File: src/rtl/riscv_enc_pkg.sv
// Shared RV32I encoding definitions: format codes, opcode constants and
// small helpers used by the immediate encoder and its packer.
package riscv_enc_pkg;

  typedef enum logic [2:0] {
    FmtR = 3'd0,
    FmtI = 3'd1,
    FmtS = 3'd2,
    FmtB = 3'd3,
    FmtU = 3'd4,
    FmtJ = 3'd5
  } fmt_e;

  localparam logic [6:0] OpcOp     = 7'b0110011;
  localparam logic [6:0] OpcOpImm  = 7'b0010011;
  localparam logic [6:0] OpcLoad   = 7'b0000011;
  localparam logic [6:0] OpcStore  = 7'b0100011;
  localparam logic [6:0] OpcBranch = 7'b1100011;
  localparam logic [6:0] OpcLui    = 7'b0110111;
  localparam logic [6:0] OpcJal    = 7'b1101111;

  typedef struct packed {
    logic [31:0] instr;
    logic        imm_err;
  } enc_t;

  // Codes 6 and 7 have no encoding.
  function automatic logic fmt_legal(input logic [2:0] fmt);
    return fmt <= 3'd5;
  endfunction

  // True when v[31:lsb] are all ones or all zeros (value fits as a signed field).
  function automatic logic upper_same(input logic [31:0] v, input int unsigned lsb);
    logic [31:0] mask;
    mask = 32'hFFFF_FFFF << lsb;
    return ((v & mask) == mask) || ((v & mask) == 32'h0);
  endfunction

endpackage

File: src/rtl/imm_pack.sv
// Combinational RV32I field scatter plus immediate range check for one
// request. Illegal formats yield a zero word with the error flag set.
module imm_pack
  import riscv_enc_pkg::*;
(
  input  logic [2:0]  fmt_i,
  input  logic [6:0]  opcode_i,
  input  logic [4:0]  rd_i,
  input  logic [2:0]  funct3_i,
  input  logic [4:0]  rs1_i,
  input  logic [4:0]  rs2_i,
  input  logic [6:0]  funct7_i,
  input  logic [31:0] imm_i,
  output logic [31:0] instr_o,
  output logic        imm_err_o
);

  always_comb begin
    instr_o   = 32'h0;
    imm_err_o = 1'b0;
    case (fmt_i)
      FmtR: begin
        instr_o = {funct7_i, rs2_i, rs1_i, funct3_i, rd_i, opcode_i};
      end
      FmtI: begin
        instr_o   = {imm_i[11:0], rs1_i, funct3_i, rd_i, opcode_i};
        imm_err_o = !upper_same(imm_i, 11);
      end
      FmtS: begin
        instr_o   = {imm_i[11:5], rs2_i, rs1_i, funct3_i, imm_i[4:0], opcode_i};
        imm_err_o = !upper_same(imm_i, 11);
      end
      FmtB: begin
        instr_o   = {imm_i[12], imm_i[10:5], rs2_i, rs1_i, funct3_i,
                     imm_i[4:1], imm_i[11], opcode_i};
        imm_err_o = imm_i[0] || !upper_same(imm_i, 12);
      end
      FmtU: begin
        instr_o   = {imm_i[31:12], rd_i, opcode_i};
        imm_err_o = |imm_i[11:0];
      end
      FmtJ: begin
        instr_o   = {imm_i[20], imm_i[10:1], imm_i[11], imm_i[19:12], rd_i, opcode_i};
        imm_err_o = imm_i[0] || !upper_same(imm_i, 20);
      end
      default: begin
        instr_o   = 32'h0;
        imm_err_o = 1'b1;
      end
    endcase
  end

endmodule

File: src/rtl/imm_encoder.sv
// RV32I instruction encoder: packs request fields at acceptance and queues
// {instr, imm_err} in a 2-entry FIFO; counts consumed outputs.
module imm_encoder
  import riscv_enc_pkg::*;
#(
  parameter int unsigned COUNT_W = 16
) (
  input  logic               clk,
  input  logic               rst,
  input  logic               in_valid,
  output logic               in_ready,
  input  logic [2:0]         fmt,
  input  logic [6:0]         opcode,
  input  logic [4:0]         rd,
  input  logic [2:0]         funct3,
  input  logic [4:0]         rs1,
  input  logic [4:0]         rs2,
  input  logic [6:0]         funct7,
  input  logic [31:0]        imm,
  output logic               out_valid,
  input  logic               out_ready,
  output logic [31:0]        instr,
  output logic               imm_err,
  output logic [COUNT_W-1:0] enc_count
);

  enc_t               pack_enc;
  enc_t               mem_q [2];
  enc_t               mem_d [2];
  logic               wr_ptr_q, wr_ptr_d;
  logic               rd_ptr_q, rd_ptr_d;
  logic [1:0]         count_q, count_d;
  logic [COUNT_W-1:0] enc_count_q, enc_count_d;
  logic               push, pop;

  imm_pack u_imm_pack (
    .fmt_i     (fmt),
    .opcode_i  (opcode),
    .rd_i      (rd),
    .funct3_i  (funct3),
    .rs1_i     (rs1),
    .rs2_i     (rs2),
    .funct7_i  (funct7),
    .imm_i     (imm),
    .instr_o   (pack_enc.instr),
    .imm_err_o (pack_enc.imm_err)
  );

  // Ready depends only on registered occupancy, never on out_ready.
  assign in_ready  = (count_q != 2'd2);
  assign out_valid = (count_q != 2'd0);
  assign push      = in_valid && in_ready;
  assign pop       = out_valid && out_ready;

  always_comb begin
    mem_d       = mem_q;
    wr_ptr_d    = wr_ptr_q;
    rd_ptr_d    = rd_ptr_q;
    count_d     = count_q + {1'b0, push} - {1'b0, pop};
    enc_count_d = enc_count_q + COUNT_W'(pop);
    if (push) begin
      mem_d[wr_ptr_q] = pack_enc;
      wr_ptr_d        = ~wr_ptr_q;
    end
    if (pop) begin
      rd_ptr_d = ~rd_ptr_q;
    end
  end

  always_ff @(posedge clk) begin
    if (rst) begin
      mem_q[0]    <= '0;
      mem_q[1]    <= '0;
      wr_ptr_q    <= 1'b0;
      rd_ptr_q    <= 1'b0;
      count_q     <= 2'd0;
      enc_count_q <= '0;
    end else begin
      mem_q       <= mem_d;
      wr_ptr_q    <= wr_ptr_d;
      rd_ptr_q    <= rd_ptr_d;
      count_q     <= count_d;
      enc_count_q <= enc_count_d;
    end
  end

  // Outputs read as zero whenever the FIFO is empty, so no stale word is visible.
  always_comb begin
    instr   = 32'h0;
    imm_err = 1'b0;
    if (out_valid) begin
      instr   = mem_q[rd_ptr_q].instr;
      imm_err = mem_q[rd_ptr_q].imm_err;
    end
  end

  assign enc_count = enc_count_q;

endmodule

File: config.mk
export PLATFORM = sky130hd
export DESIGN_NAME = imm_encoder
export DESIGN_NICKNAME = d
export VERILOG_FILES = /design/src/rtl/riscv_enc_pkg.sv /design/src/rtl/imm_pack.sv /design/src/rtl/imm_encoder.sv
export SDC_FILE = /design/constraint.sdc
export NUM_CORES = 1
export LEC_CHECK = 0
export ABC_CLOCK_PERIOD_IN_PS = 1700
export BUFFER_PORTS_ARGS = -buffer_cell sky130_fd_sc_hd__clkbuf_2
export CAP_MARGIN = 20
export CORE_MARGIN = 2
export CORE_UTILIZATION = 40
export DETAILED_ROUTE_END_ITERATION = 12
export PLACE_DENSITY = 0.64
export SYNTH_ARGS = -nofsm -noshare
export SYNTH_HDL_FRONTEND = slang
export SYNTH_SLANG_ARGS = --single-unit
File: constraint.sdc
create_clock -name clk -period 1.7 [get_ports clk]
set_input_delay 0.255 -clock clk [delete_from_list [all_inputs] [get_ports clk]]
set_output_delay 0.255 -clock clk [all_outputs]
set_load 0.01 [all_outputs]
==> results.sh, run 1 <==
export IMPL_grt_max_degree=87
export IMPL_num_fill_cells=1012
export IMPL_drc_errors=0
export IMPL_power_mw=6.08
export IMPL_instances_no_fill=775
export IMPL_synth_warnings=0
export IMPL_cts_buffers=9
export IMPL_synthTopCellsByCount="nor2_1 (113), dfxtp_1 (86), a211oi_1 (48)"
export IMPL_fin_crit_sh=0.971
export IMPL_grt_pass1_wl_mm=18.4
export IMPL_syn_inst=511
export IMPL_wirelength_mm=11.5
export IMPL_setup_viol=0
export IMPL_crit_path_start="count_q[0]$_SDFF_PP0_"
export IMPL_reg2reg_from="count_q[0]$_SDFF_PP0_"
export IMPL_cts_max_level=3
export IMPL_synth_cell_types=44
export IMPL_area_sequential_um2=1730
export IMPL_setup_tns_final_ns=0
export IMPL_n_antenna_cell=0
export IMPL_hpwl_mm=8.35
export IMPL_clk_pin_slew_ns=0.11
export IMPL_required_ns=1.95
export IMPL_worstHoldStart="opcode[3]"
export IMPL_finalCriticalPeriod_ns=1.65
export IMPL_placed_cells=753
export IMPL_vias=4112
export IMPL_die_h_um=108
export IMPL_drv_cap=0
export IMPL_power_frac_seq=0.404
export IMPL_fmax_mhz=606
export IMPL_ys_flop_type="dfxtp_1"
export IMPL_final_util=0.514
export IMPL_syn_cell_area_um2=4340
export IMPL_crit_type="reg -> reg"
export IMPL_ir_worst_vdd_mv=0.571
export IMPL_hp_class="in -> reg"
export IMPL_seq_area_frac_synth=0.397
export IMPL_worstPathMaxFanout=2
export IMPL_async_flop_share=0
export IMPL_rows=38
export IMPL_worst_setup_path_end_kind="flip-flop"
export IMPL_grt_pass1_vias=3875
export IMPL_die_w_um=108
export IMPL_crit_path_start_kind="flip-flop"
export IMPL_start_util=0.405
export IMPL_drtAntennaViolNets=0
export IMPL_cts_tree="yes"
export IMPL_multi_input_area_um2=2460
export IMPL_antenna_found_initial=0
export IMPL_ys_ff_latch=86
export IMPL_fin_worst_skew_ns=0.0115
export IMPL_nets=705
export IMPL_yosysTopAreaCellShare=0.397
export IMPL_clock_power_share=0.232
export IMPL_drt_iter0_drc=208
export IMPL_power_leakage_nw=2.12
export IMPL_ctsRootBufferMaster="clkbuf_8"
export IMPL_cts_sink_count=86
export IMPL_pwr_share_comb=0.364
export IMPL_drt_vias_per_instance=5.31
export IMPL_pwr_density_cell_nw_per_um2=1110
export IMPL_synth_top_cells_by_area="dfxtp_1 (40%), nor2_1 (9.8%), a211oi_1 (8.3%)"
export IMPL_dieArea_um2=11700
export IMPL_pin_count=122
export IMPL_core_um2=10700
export IMPL_syn_avg_cell_area_um2=8.49
export IMPL_synth_edf_count=0
export IMPL_overflow=0
export IMPL_cp_arrival_ns=1.90
export IMPL_relSlewSlack=0.658
export IMPL_synth_fp_nets=586
export IMPL_area_delta_synth_final_pct=26.8
export IMPL_avgRoutedWirePerCell_um=14.8
export IMPL_holdWs_ns=0.133
export IMPL_switching_share=0.365
export IMPL_hold_depth=3
export IMPL_clk_latency_ns=0.36
export IMPL_rsz0062_at_grt="true"
export IMPL_max_slew_worst_pin_slew_ns=0.512
export IMPL_numPortBuffers=121
export IMPL_intPower_mw=3.86
export IMPL_clockBufferDepth=2
export IMPL_rr_worst_depth=9
export IMPL_grt_use_total=0.199
export IMPL_yosysMostFrequentCell="nor2_1"
export IMPL_drv_slew=0
export IMPL_hold_viol_final=0
export IMPL_place_gp_congestion=0.836
export IMPL_power_switching_mw=2.22
export IMPL_drive_gt1_frac=0.310
export IMPL_status="complete, no violations"
export IMPL_yosys_area_top_type="dfxtp_1"
export IMPL_first_pass_iters=5
==> cell usage in the layout (no fill, tap or decap), types with 3 or more instances in the layout <==
cell type / n
a211oi_1: 48
nor2_1: 110
nor3_2: 3
mux2i_1: 34
nor3_1: 5
a22oi_1: 23
nand2_1: 20
xnor2_1: 10
nor2_4: 3
o22a_1: 6
nand4_1: 8
dfxtp_1: 83
clkbuf_8: 9
xor2_1: 6
nor4_1: 5
o21ai_0: 3
a21oi_1: 29
buf_12: 6
nand3_1: 18
buf_4: 18
inv_1: 4
nor2b_1: 13
clkbuf_2: 121
==> final timing paths <==
path | to | slack, ns
setup / recovery | count_q[1]$_SDFF_PP0_ | 0.05
hold / removal | mem_q[37]$_SDFFE_PP0P_ | 0.13
hold reg to reg | mem_q[5]$_SDFFE_PP0P_ | 0.46
setup reg to reg | count_q[1]$_SDFF_PP0_ | 0.05
==> cells by family (layout without fill, tap and decap cells) <==
| group | Yosys count | in the layout | synth area share |
|---|---|---|---|
| AND/OR/NAND/NOR | 203 | 203 | 0.212 |
| AO/OA/AOI/OAI | 118 | 118 | 0.190 |
| flip-flops | 86 | 86 | 0.397 |
| buffers and inverters | 46 | 170 | 0.0652 |
| multiplexers | 38 | 38 | 0.0912 |
| XOR/XNOR | 16 | 16 | 0.0323 |
| adder cells (fa/ha/maj) | 4 | 4 | 0.0115 |
==> worst max-delay path, stage by stage, from the launching register on <==
cell,delay [ns]
dfxtp_2,0.37
buf_4,0.12
nand2b_4,0.11
nand2_2,0.06
ha_1,0.29
inv_1,0.06
ha_2,0.17
xor2_1,0.17
xnor2_1,0.14
nor2_1,0.05
==> power groups by stage <==
| stage | Sequential [mW] | Clock (mW) | Combinational (mW) |
|---|---|---|---|
| 6_report | 2.46 | 1.41 | 2.21 |
| 5_1_grt | 2.49 | 1.53 | 2.45 |
| 3_5_place_dp | 2.48 | 0 | 2.04 |
| 3_3_place_gp | 2.46 | 0 | 2.01 |
| 2_1_floorplan | 2.44 | 0 | 1.38 |
| 4_1_cts | 2.44 | 1.44 | 2.10 |
==> state kept, by name (all words and copies together), names as in the netlist <==
name and cells:
rd_ptr_q 1, enc_count 16, wr_ptr_q 1, count_q 2
mem_q 66
==> per-layer routing <==
metal	wire (µm)	global-route usage	part of all wire
met5	0	0	0
met4	161	0.0586	0.014
met3	714	0.0452	0.062
met2	5290	0.327	0.46
met1	5340	0.263	0.46
==> per-stage QoR <==
| step | instance area [µm²] | worst slack [ns] |
|---|---|---|
| 5_1_grt | 5500 | -0.0342 |
| 6_report | 5500 | 0.0498 |
| 3_5_place_dp | 5120 | -0.0679 |
| 2_1_floorplan | 4370 | -0.0100 |
| 3_3_place_gp | 5120 | -0.0148 |
| 4_1_cts | 5370 | -0.00587 |
==> repair_timing <==
item,4_1_cts,5_1_grt
pin swaps,0,8
hold buffers,0,0
resized for setup,11,15
endpoints found under the setup margin,41,36
cloned,0,1
setup buffers,1,4
==> cell type report <==
| class | count | share of cell area |
|---|---|---|
| Inverter | 6 | 0.00410 |
| Clock inverter | 7 | 0.0134 |
| Tap cell | 140 | 0.0319 |
| Clock buffer | 9 | 0.0225 |
| Timing Repair Buffer | 148 | 0.166 |
| Sequential cell | 86 | 0.314 |
| Multi-Input combinational cell | 379 | 0.448 |
No activity file was read; power rests on OpenSTA's default activity.
==> run 2, diff against run 1 <==
PLACE_DENSITY = 0.75   (was 0.64)
==> results.sh, run 2 (same netlist as run 1, synthesis figures left out) <==
export IMPL_hold_viol_final=0
export IMPL_max_slew_worst_pin_slew_ns=0.523
export IMPL_setup_slack_ns=0.00608
export IMPL_rsz0062_at_grt="true"
export IMPL_overflow=0
export IMPL_numPortBuffers=121
export IMPL_worstHoldStart="opcode[5]"
export IMPL_drv_slew=0
export IMPL_grt_use_total=0.199
export IMPL_cts_buffers=9
export IMPL_dieArea_um2=11700
export IMPL_crit_path_start_kind="flip-flop"
export IMPL_clockBufferDepth=2
export IMPL_instances_no_fill=771
export IMPL_ir_worst_vdd_mv=0.668
export IMPL_worst_setup_path_end_kind="flip-flop"
export IMPL_ctsRootBufferMaster="clkbuf_8"
export IMPL_top_usage_layer="met2"
export IMPL_nets=701
export IMPL_clk_latency_ns=0.36
export IMPL_grtUsageMet1=0.258
export IMPL_ff2ff_setup_slack_ns=0.006
export IMPL_drv_cap=0
export IMPL_setup_viol=0
export IMPL_wirelength_mm=11.9
export IMPL_area_delta_synth_final_pct=28.0
export IMPL_antenna_found_initial=0
export IMPL_fin_worst_skew_ns=0.0124
export IMPL_die_w_um=108
export IMPL_drive_gt1_frac=0.314
export IMPL_max_flop_register="mem_q"
export IMPL_grt_util_met3=0.0368
export IMPL_finalCriticalPeriod_ns=1.69
export IMPL_grt_pass1_wl_mm=18.4
export IMPL_start_util=0.405
export IMPL_pwr_density_cell_nw_per_um2=1150
export IMPL_place_gp_congestion=0.883
export IMPL_fin_crit_sh=0.996
export IMPL_reg2reg_from="count_q[0]$_SDFF_PP0_"
export IMPL_grt_max_degree=74
export IMPL_n_antenna_cell=0
export IMPL_use_met2=0.330
export IMPL_worstPathMaxFanout=7
export IMPL_status="complete, no violations"
export IMPL_power_leakage_nw=2.13
export IMPL_rows=38
export IMPL_final_common_cell="clkbuf_2"
export IMPL_largest_reg_flops=66
export IMPL_pin_count=122
export IMPL_first_pass_iters=5
export IMPL_layout_common_cells="clkbuf_2 (121), nor2_1 (109), dfxtp_1 (83)"
export IMPL_drtAntennaViolNets=0
export IMPL_drt_vias_per_instance=5.44
export IMPL_pre_cts_ws_ns=-0.0581
export IMPL_cts_tree="yes"
export IMPL_vias=4193
export IMPL_drt_iter0_drc=258
export IMPL_core_um2=10700
export IMPL_hpwl_mm=8.40
export IMPL_placed_area_um2=5120
export IMPL_cp_arrival_ns=1.99
export IMPL_hp_class="in -> reg"
export IMPL_drc_errors=0
export IMPL_fmax_mhz=590
export IMPL_grt_pass1_vias=3973
export IMPL_die_h_um=108
export IMPL_avgRoutedWirePerCell_um=15.4
export IMPL_power_mw=6.37
export IMPL_required_ns=2.00
export IMPL_crit_path_start="count_q[0]$_SDFF_PP0_"
export IMPL_cts_max_level=3
export IMPL_crit_type="reg -> reg"
export IMPL_cts_sink_count=86
export IMPL_relSlewSlack=0.650
export IMPL_clk_pin_slew_ns=0.10
export IMPL_stdcell_area_um2=5550
export IMPL_hold_buffers=0
export IMPL_placed_cells=752
==> run 2: cell types whose count changed in the layout (fill, tap and decap cells not counted), sizes merged <==
cell / previous run / this run
clkinv: 3 / 1
buf: 26 / 22
inv: 10 / 9
bufinv: 0 / 2
clkbuf: 131 / 132
==> run 2: path summary, 6_finish.rpt <==
check | endpoint | depth (start not counted)
worst max-delay path | enc_count[11]$_SDFF_PP0_ | 8
worst min-delay path | mem_q[6]$_SDFFE_PP0P_ | 3
worst max register to register | enc_count[11]$_SDFF_PP0_ | 8
worst min register to register | mem_q[7]$_SDFFE_PP0P_ | 2
==> run 2: metal layers <==
| metal | up-vias | share of wire |
|---|---|---|
| li1 | 2064 | - |
| met1 | 1939 | 0.45 |
| met2 | 167 | 0.47 |
| met3 | 23 | 0.061 |
| met4 | 0 | 0.020 |
| met5 | - | 0 |
==> run 2: what timing repair did <==
item                                    in CTS  in global routing
endpoints found under the setup margin      24                 43
pin swaps                                    0                 12
setup buffers                                0                  1
resized for setup                            5                 23
gates cloned                                 1                  1
==> run 2: stage by stage <==
| step | util | TNS [ns] | hold WS, ns |
|---|---|---|---|
| final | 0.519 | 0 | 0.139 |
| after global routing | 0.519 | -0.342 | 0.130 |
| after CTS | 0.504 | -0.351 | 0.124 |
| after detailed placement | 0.479 | -0.240 | 0.448 |
| after global placement | 0.479 | 0 | 0.442 |
| after floorplan | - | -0.0268 | 0.402 |
==> run 2: final cells by class <==
type                            instances  area, µm²
Clock inverter                          6       91.3
Multi-Input combinational cell        379       2500
Clock buffer                           10        138
Timing Repair Buffer                  144        898
Inverter                                6       22.5
Sequential cell                        86       1730
Tap cell                              140        175
Fill cell                            1023       5150
==> run 2: critical path, stage by stage, from the launching register on <==
cell and delay (ns):
dfxtp_2 0.36, nor2_4 0.05, inv_1 0.06, and2_4 0.17, ha_4 0.15, and3_4 0.20, nand3_4 0.12, or3_4 0.38
a21oi_2 0.15
==> run 2: power breakdown <==
group	internal (mW)	leakage [nW]	switching (mW)	total, mW
logic	1.01	1.31	1.25	2.27
clock network	0.882	0.118	0.757	1.64
registers	2.29	0.705	0.175	2.46
